### config.mk
export PLATFORM = sky130hd
export DESIGN_NAME = parse_ctrl
export DESIGN_NICKNAME = d
export VERILOG_FILES = /design/src/rtl/parse_ctrl.sv
export SDC_FILE = /design/constraint.sdc
export NUM_CORES = 1
export LEC_CHECK = 0
export BUFFER_PORTS_ARGS = -buffer_cell sky130_fd_sc_hd__buf_2
export CORE_ASPECT_RATIO = 1.5
export CORE_UTILIZATION = 52
export DETAILED_ROUTE_END_ITERATION = 12
export PLACE_DENSITY = 0.92
export SKIP_CTS_REPAIR_TIMING = 1
export SKIP_LAST_GASP = 1
export SLEW_MARGIN = 20
export SYNTH_ARGS = -nofsm -noshare
export SYNTH_HDL_FRONTEND = slang
export SYNTH_SLANG_ARGS = --single-unit
### constraint.sdc
create_clock -name clk -period 2.53 [get_ports clk]
set_input_delay 0.1265 -clock clk [delete_from_list [all_inputs] [get_ports clk]]
set_output_delay 0.1265 -clock clk [all_outputs]
set_load 0.02 [all_outputs]
### src/rtl/parse_ctrl.sv
// parse_ctrl: instruction sequencer for the parsing datapath.
// Fetches one byte-coded micro-instruction per step over a req/ack
// handshake, decodes in_mem[7:5] into registered one-cycle strobes for the
// parsing block, and owns the A/B bank-select bit `cycle`.
// Optional feature macro: PARSE_CTRL_WATCHDOG_EN adds a FETCH timeout that
// raises err and returns to IDLE after 16 cycles without mem_ack.

module parse_ctrl #(
    parameter int                ADDR_W   = 8,
    parameter logic [ADDR_W-1:0] PC_START = '0
) (
    input  logic              clk,
    input  logic              reset,
    input  logic              start,
    input  logic              abort,
    output logic              mem_req,
    output logic [ADDR_W-1:0] mem_addr,
    input  logic              mem_ack,
    input  logic [7:0]        in_mem,
    output logic              cycle,
    output logic              flag_b,
    output logic              mux_hi,
    output logic [1:0]        mux_var,
    output logic              en_op,
    output logic              en_var3,
    output logic              en_d4,
    output logic              en_hi,
    output logic              busy,
    output logic              done,
    output logic              err
);

    typedef enum logic [1:0] {
        IDLE  = 2'd0,
        FETCH = 2'd1,
        EXEC  = 2'd2
    } state_t;

    localparam logic [2:0] OP_LOAD  = 3'b000;
    localparam logic [2:0] OP_NIB   = 3'b001;
    localparam logic [2:0] OP_OFFS  = 3'b010;
    localparam logic [2:0] OP_STATE = 3'b011;
    localparam logic [2:0] OP_HIV   = 3'b100;
    localparam logic [2:0] OP_HIS   = 3'b101;
    localparam logic [2:0] OP_SWAP  = 3'b110;
    localparam logic [2:0] OP_END   = 3'b111;

    state_t            state;
    state_t            state_next;
    logic [ADDR_W-1:0] pc;
    logic [ADDR_W-1:0] pc_next;
    logic              cycle_next;
    logic              err_next;
    logic [2:0]        exec_op;
    logic [2:0]        fetch_op;
    logic              accept;
    logic              wd_expire;

    logic              flag_b_d;
    logic              mux_hi_d;
    logic [1:0]        mux_var_d;
    logic              en_op_d;
    logic              en_var3_d;
    logic              en_d4_d;
    logic              en_hi_d;
    logic              done_d;

    // An instruction is taken only while fetching, and abort always wins.
    assign fetch_op = in_mem[7:5];
    assign accept   = (state == FETCH) && mem_ack && !abort;

    // Handshake and status are pure functions of registered state, so an
    // async reset forces them to their idle values immediately.
    assign mem_req  = (state == FETCH);
    assign mem_addr = pc;
    assign busy     = (state != IDLE);

`ifdef PARSE_CTRL_WATCHDOG_EN
    logic [3:0] wd_cnt;

    // Count consecutive FETCH cycles; the count restarts from zero on each
    // entry to FETCH because it is held at zero everywhere else.
    always_ff @(posedge clk or posedge reset) begin
        if (reset) begin
            wd_cnt <= 4'd0;
        end else if (state != FETCH) begin
            wd_cnt <= 4'd0;
        end else begin
            wd_cnt <= wd_cnt + 4'd1;
        end
    end

    assign wd_expire = (state == FETCH) && !mem_ack && (wd_cnt == 4'hF);
`else
    assign wd_expire = 1'b0;
`endif

    // State register.
    always_ff @(posedge clk or posedge reset) begin
        if (reset) begin
            state <= IDLE;
        end else begin
            state <= state_next;
        end
    end

    // Next-state logic: abort overrides every other transition.
    always_comb begin
        state_next = state;
        if (abort) begin
            state_next = IDLE;
        end else begin
            unique case (state)
                IDLE: begin
                    if (start) begin
                        state_next = FETCH;
                    end
                end
                FETCH: begin
                    if (mem_ack) begin
                        state_next = EXEC;
                    end else if (wd_expire) begin
                        state_next = IDLE;
                    end
                end
                EXEC: begin
                    if (exec_op == OP_END) begin
                        state_next = IDLE;
                    end else begin
                        state_next = FETCH;
                    end
                end
                default: begin
                    state_next = IDLE;
                end
            endcase
        end
    end

    // Output decode: strobe values to be registered for the EXEC cycle that
    // follows an accepted fetch; everything is zero in any other cycle.
    always_comb begin
        flag_b_d  = 1'b0;
        mux_hi_d  = 1'b0;
        mux_var_d = 2'b00;
        en_op_d   = 1'b0;
        en_var3_d = 1'b0;
        en_d4_d   = 1'b0;
        en_hi_d   = 1'b0;
        done_d    = 1'b0;
        if (accept) begin
            unique case (fetch_op)
                OP_LOAD: begin
                    en_op_d   = 1'b1;
                    en_var3_d = 1'b1;
                    en_d4_d   = 1'b1;
                    mux_var_d = 2'b00;
                end
                OP_NIB: begin
                    en_var3_d = 1'b1;
                    en_d4_d   = 1'b1;
                    mux_var_d = 2'b01;
                end
                OP_OFFS: begin
                    en_var3_d = 1'b1;
                    en_d4_d   = 1'b1;
                    mux_var_d = 2'b11;
                end
                OP_STATE: begin
                    en_var3_d = 1'b1;
                    en_d4_d   = 1'b1;
                    mux_var_d = 2'b10;
                    flag_b_d  = in_mem[4];
                end
                OP_HIV: begin
                    en_hi_d  = cycle;
                    mux_hi_d = 1'b0;
                end
                OP_HIS: begin
                    en_hi_d  = cycle;
                    mux_hi_d = 1'b1;
                end
                OP_SWAP: begin
                    done_d = 1'b0;
                end
                OP_END: begin
                    done_d = 1'b1;
                end
                default: begin
                    done_d = 1'b0;
                end
            endcase
        end
    end

    // Program counter, bank bit and sticky error updates; abort freezes all.
    always_comb begin
        pc_next    = pc;
        cycle_next = cycle;
        err_next   = err;
        if (!abort) begin
            if ((state == IDLE) && start) begin
                pc_next  = PC_START;
                err_next = 1'b0;
            end
            if (accept) begin
                pc_next = pc + 1'b1;
            end
            if ((state == EXEC) && (exec_op == OP_SWAP)) begin
                cycle_next = ~cycle;
            end
            if ((state == EXEC) && ((exec_op == OP_HIV) || (exec_op == OP_HIS))
                && !cycle) begin
                err_next = 1'b1;
            end
            if (wd_expire) begin
                err_next = 1'b1;
            end
        end
    end

    // Datapath registers: pc, bank bit, error flag, latched opcode, strobes.
    always_ff @(posedge clk or posedge reset) begin
        if (reset) begin
            pc      <= '0;
            cycle   <= 1'b0;
            err     <= 1'b0;
            exec_op <= 3'b000;
            flag_b  <= 1'b0;
            mux_hi  <= 1'b0;
            mux_var <= 2'b00;
            en_op   <= 1'b0;
            en_var3 <= 1'b0;
            en_d4   <= 1'b0;
            en_hi   <= 1'b0;
            done    <= 1'b0;
        end else begin
            pc      <= pc_next;
            cycle   <= cycle_next;
            err     <= err_next;
            if (accept) begin
                exec_op <= fetch_op;
            end
            flag_b  <= flag_b_d;
            mux_hi  <= mux_hi_d;
            mux_var <= mux_var_d;
            en_op   <= en_op_d;
            en_var3 <= en_var3_d;
            en_d4   <= en_d4_d;
            en_hi   <= en_hi_d;
            done    <= done_d;
        end
    end

endmodule

* Word level (Yosys, flattened, before mapping)
Index checks and enable logic that the tools add are counted.
** Word-level totals
- Register bits after elaboration :: 23
- Input bits :: 13
- Output and inout bits :: 21
- Word-level logic and storage cells :: 72
** Cells by class
- Add/subtract/negate cells :: 1
- Eq/ne operators :: 14
- Muxes and demuxes :: 23
- Bitwise gates (word level) :: 2
- Reductions and logical operators :: 20
** Operators with widths (count)
- $eq A3 B3 Y1 const B :: 7
- $mux W8 :: 2
- $mux W1 :: 15
- $pmux W2 S3 :: 2
- $add A8 B1 Y8 const B :: 1
- $mux W2 :: 4
- $reduce_and A2 Y1 :: 4
- $eq A3 B2 Y1 const B :: 2
- $logic_and A1 B1 Y1 :: 6
- $reduce_bool A2 Y1 :: 3
- $reduce_or A4 Y1 :: 1
- $eq A3 B1 Y1 const B :: 1
- $logic_not A3 Y1 :: 1
- $ne A3 B2 Y1 const B :: 1
- $ne A3 B3 Y1 const B :: 1
- $eq A2 B1 Y1 const B :: 1
- $eq A2 B2 Y1 const B :: 1
- $logic_not A1 Y1 :: 2
- $logic_not A2 Y1 :: 1
- $not A1 Y1 :: 2
- $reduce_or A2 Y1 :: 1
- $logic_or A1 B1 Y1 :: 1

* Logic depth before layout (Yosys ltp)
- Depth in word-level cells :: 6
- Gate-level depth with buffers :: 6
- Mapped depth without buffers :: 4

* Least setup slack after synthesis
Ideal clock, no wire load.
- Kind :: register to register
- Start point :: reg state[1]
- End point :: reg pc[3] (netlist: mem_addr[3])
- Library setup time :: 0.134 ns
- Data arrival time :: 1.249 ns
- Path slack :: 1.146 ns
- Cell stages (with the launch flop) :: 6
- Buffers on the path :: 2
- Cell sequence :: dfrtp_1 -> buf_6 -> or4b_4 -> buf_6 -> o211ai_1 -> o31ai_1
** Between the ends
- Longest elaborated chain between the ends :: 5
** Ends and longest elaborated chain
- start: declaration :: line 48 : state_t state;
- start signal: assignment :: line 103 : state <= state_next;
- $eq A2 B1 Y1 :: line 70 : assign accept = (state == FETCH) && mem_ack && !abort;
- $logic_and A1 B1 Y1 (2 in a row) :: line 70
- $reduce_bool A2 Y1 (no source line)
- $reduce_and A2 Y1 (no source line)
- end signal: assignment :: line 238 : pc <= pc_next;
- end: declaration :: line 50 : logic [ADDR_W-1:0] pc;
Parallel ways exist; a longest one is shown, timed or not.
A chain may end at the register's enable or synchronous reset.

* Final worst setup path
- Start point :: reg state[1]
- End point :: reg pc[7] (netlist: mem_addr[7])
The elaborated chain is that of the path after synthesis.

==> metrics.md <==
| Metric | Value |
|---|---|
| WL per Instance | `13.0 microns` |
| Proportion of power drawn by the clock network | `0.250` |
| Clock Tree Buf Depth | `2` |
| Critical Path Source | `state[1]$_DFFE_PP0P_` |
| Final Setup Violations | `0` |
| Final HPWL DP | `1410 microns` |
| First-pass GRT wire length | `3100 microns` |
| Peak VDD IR | `411 uV` |
| CP Capture Type | `register` |
| Initial DRC count | `18` |
| Total routed wirelength | `1890 microns` |
| Clock skew | `7.19 ps` |
| Top-area cell type share of the netlist area | `0.558` |
| Core area | `1850 sq um` |
| Most instantiated library cell after synthesis | `dfrtp_1` |
| Failing checks | `negative hold slack` |
| Top post-synthesis cells by area | `dfrtp_1 56%, nand2_1 5.8%, o311ai_2 3.2%` |
| CTS root buffer | `clkbuf_4` |
| WP data required | `2780 ps` |
| Drt first pass iters | `3` |
| Fraction of layout cells with a size suffix above 1 | `0.323` |
| CTS Sinks | `23` |
| P per Cell Area | `559 nW/um^2` |
| Total CTS buffers | `3` |
| Synth Flop Type | `dfrtp_1` |
| Top cells by count, synth | `23 x dfrtp_1, 16 x nand2_1, 6 x nor2_1` |
| Tmin final | `1490 ps` |
| Leak pwr | `0.622 nW` |
| Post-Syn Area | `1030 sq um` |
| Setup ws final | `1040 ps` |
| Final nets | `139` |
| Hold slack | `-45.4 ps` |
| Max Fclk | `673 MHz` |
| Critical path class | `register to register` |
| R2R Path Start | `state[1]$_DFFE_PP0P_` |
| Vias in the first global route | `761` |
| Area of placed instances | `1160 sq um` |
| Status | `finished, violations left` |
| Full die area | `2170 sq um` |
| CP max FO | `19` |
| Sequential area share after synthesis | `0.558` |
| GPL Wtd Cong | `0.679` |
| Final Power | `0.000671 W` |
| Syn Area/Cell | `10.9 sq um` |
| Post-DRT Antenna Nets | `0` |
| Met3 Wirelength | `56 microns` |
| Clk_lat worst skew | `320 ps` |
| Psw | `0.000184 W` |
| Seq. cell area | `576 sq um` |
| Num ports | `34` |
| Tot GR Track Use | `0.206` |
| Yosys warning count | `0` |
| Sw Share | `0.274` |
| I/O Buffers | `29` |
| RSZ-0062 raised after global routing | `false` |
| Reg power frac | `0.613` |
| Min-delay worst type | `input port to asynchronous set/reset pin` |
| CP arrival | `1740 ps` |
| GR Overflow Total | `0` |
| Pre-CTS setup slack | `1070 ps` |
| Drt drc | `0` |
| Initial Utilization | `0.556` |
| Fillers | `155` |
| Non-filler instance count after layout | `145` |
| Final instance area | `1200 sq um` |
| Post-Place Cells | `140` |
| Synth Net Count | `109` |
| M1 WL | `673 microns` |
| Post-synthesis register bit count | `23` |
| Hold Fails Final Rpt | `23` |
| Period utilization | `0.587` |
| CTS tree | `yes` |
| Max layer used | `met4` |
| Actual slew at the worst max-slew pin | `835 ps` |
| Number of H-tree branching levels | `1` |
| Reg clk slew, reported paths | `120 ps` |
| Netlist cell types | `35` |
| FFs w/ async S/R, synth | `1.00` |
| Largest net degree at the start of global routing | `24` |
| Vias | `794` |
| Post-Synthesis Cells | `95` |
| DR vias/cell | `5.48` |
| Gate power share | `0.137` |
| Internal power | `0.000487 W` |
| Antenna diode count | `0` |
| Met2 WL | `1100 microns` |
| Max-Slew Margin vs Limit | `0.443` |
| Critical Path Start Type | `register` |
| EDFF count, synth | `0` |
| Rows | `19` |
| Area of the multi-input gates | `390 sq um` |
| Layout Area Growth over Synthesis | `16.4%` |
| Die Span Y | `56.5 microns` |
| Setup TNS | `0 ps` |
| Max cap viols | `0` |
| Die Wd | `38.4 microns` |
| Final Max Tran Viols | `0` |
| Leading area contributor after synthesis | `dfrtp_1` |
| Initial antenna violation count | `0` |
==> cells in the final DEF, fill, tap and decap left out, types with 3 or more instances in the layout <==
| cell type | netlist | routed |
|---|---|---|
| nand4_1 | 3 | 3 |
| dfrtp_1 | 23 | 23 |
| buf_2 | 1 | 29 |
| nor2_1 | 6 | 6 |
| clkbuf_4 | 0 | 3 |
| nand2_1 | 16 | 16 |
| nand3_1 | 4 | 4 |
| inv_1 | 4 | 4 |
==> flip-flops by register name, indices dropped and copies added, names as in the netlist <==
signal    cells
cycle         1
done          1
en_d4         1
en_hi         1
en_op         1
err           1
exec_op       3
flag_b        1
mem_addr      8
mux_hi        1
mux_var       2
state         2
==> metal layers <==
metal  vias up  GRT usage
met5         -          0
met2        16      0.368
met4         0      0.133
li1        386          -
met1       387      0.209
met3         5     0.0237
==> per-stage QoR <==
stage                     hold WS [ps]  utilization
after floorplan                    128            -
after global placement             319        0.628
after detailed placement           341        0.628
after CTS                        -14.2        0.642
after global routing              15.5        0.647
final                            -45.4        0.647
==> worst paths after layout <==
kind	to	slack, ps	cells after the start
setup reg to reg	mem_addr[7]$_DFFE_PP0P_	1040	4
max in group asynchronous	en_d4$_DFF_PP0_	2060	2
hold / removal	exec_op[1]$_DFFE_PP0P_	-50	2
hold reg to reg	mem_addr[7]$_DFFE_PP0P_	480	1
min in group clk	en_op$_DFF_PP0_	0	2
setup / recovery	mem_addr[7]$_DFFE_PP0P_	1040	4
==> critical path: stages, from the launching register on <==
cell and delay, ps:
dfrtp_1 480, nand4bb_1 220, buf_4 220, nor4_2 290, mux2i_1 210
==> final cells by class <==
type                            count  area share
Sequential cell                    23       0.480
Tap cell                           21      0.0219
Timing Repair Buffer               31       0.136
Inverter                            5      0.0156
Multi-Input combinational cell     61       0.325
Clock buffer                        4      0.0219
==> kinds of logic (layout without fill, tap and decap cells) <==
group           Yosys count  count (layout)  share of synthesized area
simple gates             43              43                      0.227
flops                    23              23                      0.558
compound gates           13              13                      0.103
buf+inv                  11              40                     0.0631
xor+xnor                  2               2                     0.0170
mux                       2               2                     0.0194
fa+ha+maj                 1               1                     0.0121
==> power groups by stage <==
stage	Clock (W)	Combinational [W]	Sequential, W
2_1_floorplan	0	0.0000572	0.000423
3_3_place_gp	0	0.0000868	0.000417
3_5_place_dp	0	0.0000924	0.000418
4_1_cts	0.000174	0.0000927	0.000411
5_1_grt	0.000183	0.000103	0.000414
6_report	0.000168	0.0000917	0.000411
Power figures use the tool's default switching activity.
